`config.mk`:
```
export PLATFORM = sky130hd
export DESIGN_NAME = wb_ram_slave
export DESIGN_NICKNAME = d
export VERILOG_FILES = /design/src/rtl/wb_ram_slave.sv
export SDC_FILE = /design/constraint.sdc
export NUM_CORES = 1
export LEC_CHECK = 0
export BUFFER_PORTS_ARGS = -buffer_cell sky130_fd_sc_hd__buf_4
export CAP_MARGIN = 20
export CORE_UTILIZATION = 35
export CTS_CLUSTER_DIAMETER = 80
export CTS_CLUSTER_SIZE = 25
export DETAILED_ROUTE_END_ITERATION = 6
export MAX_ROUTING_LAYER = met4
export PLACE_DENSITY = 0.8
export SYNTH_ARGS = -nofsm -noshare
export SYNTH_HDL_FRONTEND = slang
export SYNTH_SLANG_ARGS = --single-unit
```
`constraint.sdc`:
```
create_clock -name clk_i -period 1.6 [get_ports clk_i]
set_clock_uncertainty 0.15 [all_clocks]
set_input_delay 0.16 -clock clk_i [delete_from_list [all_inputs] [get_ports clk_i]]
set_output_delay 0.16 -clock clk_i [all_outputs]
set_load 0.05 [all_outputs]
```
`src/rtl/wb_ram_slave.sv`:
```
// Wishbone B3 classic slave in front of a single-port synchronous RAM (one-cycle read latency).
// Define WB_RAM_SLAVE_ADDR_CHECK_EN to terminate requests outside the RAM window with err.
module wb_ram_slave #(
    parameter int unsigned ADDR_W    = 12,
    parameter logic [31:0] BASE_ADDR = 32'h8000_0000
) (
    input  logic              clk_i,
    input  logic              rst_n_i,
    input  logic              wb_cyc_i,
    input  logic              wb_stb_i,
    input  logic              wb_we_i,
    input  logic [31:0]       wb_adr_i,
    input  logic [3:0]        wb_sel_i,
    input  logic [31:0]       wb_dat_i,
    output logic [31:0]       wb_dat_o,
    output logic              wb_ack_o,
    output logic              wb_err_o,
    output logic              ram_we_o,
    output logic [ADDR_W-1:0] ram_adr_o,
    output logic [3:0]        ram_be_o,
    output logic [31:0]       ram_dat_o,
    input  logic [31:0]       ram_dat_i
);

    // state | meaning
    // IDLE  | waiting for a request; a write hits the RAM on the edge leaving IDLE
    // RD    | RAM sampled the address, read data is valid at the end of this cycle
    // ACK   | wb_ack_o high for exactly this cycle
    // ERR   | wb_err_o high for exactly this cycle (address-checked builds only)
    typedef enum logic [1:0] {IDLE, RD, ACK, ERR} state_t;

    state_t state_q, state_d;
    logic   req;
    logic   hit;

    assign req = wb_cyc_i & wb_stb_i;

`ifdef WB_RAM_SLAVE_ADDR_CHECK_EN
    // BASE_ADDR is aligned to the window size, so a tag compare is an exact range check.
    assign hit = (wb_adr_i[31:ADDR_W+2] == BASE_ADDR[31:ADDR_W+2]);
    logic unused_adr;
    assign unused_adr = ^wb_adr_i[1:0];
`else
    assign hit = 1'b1;
    logic unused_adr;
    assign unused_adr = ^{wb_adr_i[31:ADDR_W+2], wb_adr_i[1:0], BASE_ADDR};
`endif

    assign ram_adr_o = wb_adr_i[ADDR_W+1:2];
    assign ram_be_o  = wb_sel_i;
    assign ram_dat_o = wb_dat_i;
    assign ram_we_o  = rst_n_i & (state_q == IDLE) & req & wb_we_i & hit;

    always_comb begin
        state_d = state_q;
        unique case (state_q)
            IDLE: begin
                if (req) begin
                    if (!hit)        state_d = ERR;
                    else if (wb_we_i) state_d = ACK;
                    else             state_d = RD;
                end
            end
            RD:      state_d = wb_cyc_i ? ACK : IDLE;
            ACK:     state_d = IDLE;
            ERR:     state_d = IDLE;
            default: state_d = IDLE;
        endcase
    end

    always_ff @(posedge clk_i or negedge rst_n_i) begin
        if (!rst_n_i) begin
            state_q  <= IDLE;
            wb_ack_o <= 1'b0;
            wb_dat_o <= '0;
        end else begin
            state_q  <= state_d;
            wb_ack_o <= (state_d == ACK);
            // An aborted read (cyc dropped in RD) leaves the previous read data in place.
            if (state_q == RD && wb_cyc_i)
                wb_dat_o <= ram_dat_i;
        end
    end

`ifdef WB_RAM_SLAVE_ADDR_CHECK_EN
    always_ff @(posedge clk_i or negedge rst_n_i) begin
        if (!rst_n_i) wb_err_o <= 1'b0;
        else          wb_err_o <= (state_d == ERR);
    end
`else
    assign wb_err_o = 1'b0;
`endif

endmodule
```
Word level (Yosys, flattened, before mapping)
Cells that the tools add are included.
{"block": "totals", "latchBits": 0, "elab_cells": 18, "n_memories": 0, "in_bits": 105, "mem_bits_rw": 0, "output_inout_bits": 83, "rom_bits": 0, "regBits": 35}
{"block": "classes", "bitwise": 4, "reduce_logical": 3, "div": 0, "mux": 4, "n_addsub": 0, "magnitude_cmp": 0, "eq_ne": 4, "shift": 0, "mul": 0}
{"operator": "$eq A2 B2 Y1 const B", "n": 3}
{"operator": "$mux W2", "n": 3}
{"operator": "$pmux W2 S3", "n": 1}
{"operator": "$and A1 B1 Y1", "n": 4}
{"operator": "$eq A2 B1 Y1 const B", "n": 1}
{"operator": "$logic_not A2 Y1", "n": 1}
{"operator": "$reduce_or A2 Y1", "n": 1}
{"operator": "$logic_and A1 B1 Y1", "n": 1}

Longest topological paths before layout
{"block": "logic_depth", "depth_word": 4, "mapped_depth": 3}

Worst setup path after synthesis
No wires, ideal clock.
{"block": "synth_timing", "kind": "reg-to-output", "startpoint": "register state_q[1]", "endpoint": "output ram_we_o", "stages_incl_launch_ff": 3, "path_buffers": 0, "t_arrival_ns": 2.039, "slack_ns": -0.749, "path_cell_list": "dfrtp_1 -> nand2b_1 -> nor4_1"}
{"block": "synth_between", "elab_chain_len": 4}
{"item": "start: declaration", "line": "32", "source": "state_t state_q, state_d;"}
{"item": "start signal: assignment", "line": "77", "source": "state_q <= state_d;"}
{"item": "$logic_not A2 Y1", "line": "52", "source": "assign ram_we_o = rst_n_i & (state_q == IDLE) & req & wb_we_i & hit;"}
{"item": "$and A1 B1 Y1 (3 in a row)", "line": "52"}
{"item": "end: declaration", "line": "18", "source": "output logic ram_we_o,"}
Every way passes these cells.

Final worst setup path
{"block": "layout_timing", "startpoint": "register state_q[0]", "endpoint": "output ram_we_o"}
Same word-level chain as after synthesis.

==> impl_metrics.toml <==
[power]
p_per_area_nw_per_um2 = 1413
power.leakage_nw = 1.333
vdd_drop_max_v = 0.0005946

[status]
status = "completed"

[finish]
syn_to_final_growth_pct = 39.89
stdcell_area_um2 = 2536
layout-drive-gt1-share = 0.6010
multiInputGateArea_um2 = 556.8
fillers = 406
antennaDiodeCount = 0
final_nets = 297
utilization = 0.5231
final-seq-area_um2 = 877.1

[logic_synthesis]
ys_ff_latch = 35
synthMuxAreaShare = 0.2609
syn_area_um2 = 1813
yosysUniqueCellTypes = 13
yosys.area_share.xor_xnor = 0
syn-num-nets = 234
synthCells = 129
synth-compound-area-share = 0.002761
avgSynthCellArea_um2 = 14.05
yosys.area_share.adder = 0
synth_top_family_by_area = "multiplexers"
synth_warnings = 0
synth-simple-area-share = 0.02761
yosysSeqAreaShare = 0.4831

[worst_setup_path]
startpoint_type = "flop"
cp-end-kind = "output pin"
crit_required_ns = 1.29
crit_arrival_ns = 1.22
crit_type = "reg2out"
worst-path-max-fanout = 4
r2r_setup_slack_ns = 0.15

[floorplan]
die_w_um = 73.97
rows = 25
die_height_um = 73.97
die_area_um2 = 5472
start_util = 0.3739
ioPinCount = 188
core-area_um2 = 4848

[placed_design]
io_buffers = 70
dp_hpwl_um = 2264
dp_slack_ns = 0.1971
place_congestion = 0.6432
dpl_cell_area_um2 = 2083

[timing]
min_period_over_period = 0.9583
finalSetupViolCount = 0
setup_slack_ns = 0.06678
whs_ns = 0.02977
finalCriticalPeriod_ns = 1.533
tns_ns = 0
max_freq_ghz = 0.6522
final-hold-violation-count = 0
drv_slew = 0
rsz0062_at_grt = "no"

[detailed_routing]
routed-wl-met3_um = 270
viasPerCell = 4.315
wl_per_cell_um = 13.73
vias = 1122
wl_met1_um = 1318
top_layer = "met4"
route.met2.wl_um = 1835
drc = 0
drtIter0Drc = 23
firstDrtPassIters = 2
wl_um = 3570
antenna_left = 0

[clocking]
worstSkewPairLatency_ns = 0.28
clkTransAtPathRegs_ns = 0.07
clkSinkCount = 35
cts_tree = "yes"
clockBufferDepth = 2
clockRootBuffer = "clkbuf_8"
htreeDepth = 2
cts_buffers = 5

[hold_path]
holdCritPathClass = "in2reg"

[grt]
grt_pass1_wl_um = 5533
grt_max_degree = 36
antenna_found_initial = 0
gr-total-overflow = 0
grt.total_usage = 0.1439
grt_pass1_vias = 1209

[job]
drv_cap = 0
## repair_timing
action,in CTS,in global routing
resized for setup,3,4
pin swaps,0,1
hold endpoints to repair,69,0
hold buffers,35,0
setup endpoints to repair,1,1
setup buffers,0,1
## stage by stage
step	instances	power, mW
CTS	260	3.616
floorplan	129	2.722
finish	260	3.583
global route	260	3.763
detailed placement	217	2.917
global placement	217	2.896
## placed cells by master (no fill, tap or decap)
cell and instances:
dfrtp_1 34, nand3b_4 1, buf_6 2, clkbuf_8 5, dlygate4sd3_1 34, nor2_1 2, nand2_2 1, nand2b_4 1
clkbuf_1 2, dfrtp_2 1, nor4_1 1, inv_1 1, mux2_2 2, buf_4 69, a21oi_1 1, mux2_4 30
conb_1 1, nor4_4 1, buf_12 2, clkinv_2 1, dlymetal6s4s_1 1
## cells in the mapped netlist
library cell / n / area (um2)
nand3b_4: 1 / 20.02
inv_1: 1 / 3.750
conb_1: 1 / 3.750
nand2b_1: 1 / 6.260
a21oi_1: 1 / 5.000
mux2_2: 2 / 22.52
nor2_1: 2 / 7.510
buf_4: 49 / 367.9
mux2_4: 30 / 450.4
nand2_1: 1 / 3.750
buf_6: 3 / 33.78
dfrtp_1: 35 / 875.8
nor4_1: 2 / 12.51
## cells by family (layout without fill, tap and decap cells)
logic type | Yosys count | count (layout)
AND/OR/NAND/NOR | 7 | 7
other | 1 | 1
flip-flops | 35 | 35
multiplexers | 32 | 32
buffers and inverters | 53 | 117
AO/OA/AOI/OAI | 1 | 1
## critical path, stage by stage (launching register included)
cell and delay [ns]:
dfrtp_2 0.46, nor4_4 0.29, buf_6 0.19
## final timing paths
path	startpoint	endpoint	cells after the start
setup reg to reg	state_q[1]	wb_dat_o[2]	4
hold / removal	wb_cyc_i	state_q[1]	3
hold reg to reg	wb_dat_o[11]	wb_dat_o[11]	1
setup / recovery	state_q[0]	ram_we_o	2
min in group asynchronous	rst_n_i	state_q[1]	2
max in group asynchronous	rst_n_i	wb_dat_o[30]	2
## where the power goes
part	switching, mW	total, mW	internal, mW
logic	1.04	1.73	0.694
clock network	0.296	0.601	0.305
registers	0.134	1.25	1.11
## layout make-up
type,instances,share of cell area
multi-input combinational,41,0.2195
timing repair buffer,108,0.3680
sequential,35,0.3458
clock buffer,7,0.03009
tap,67,0.03305
inverter,1,0.001480
clock inverter,1,0.001973
## sequential cells by signal, indices dropped and copies added (netlist names)
| name | count |
|---|---|
| wb_dat_o | 32 |
| wb_ack_o | 1 |
| state_q | 2 |
## metal layers
metal / track usage / vias to the layer above
li1: - / 502
met1: 0.1473 / 533
met2: 0.2374 / 63
met3: 0.04878 / 24
met4: 0.08761 / 0
met5: - / -
No activity file was read; power rests on OpenSTA's default activity.
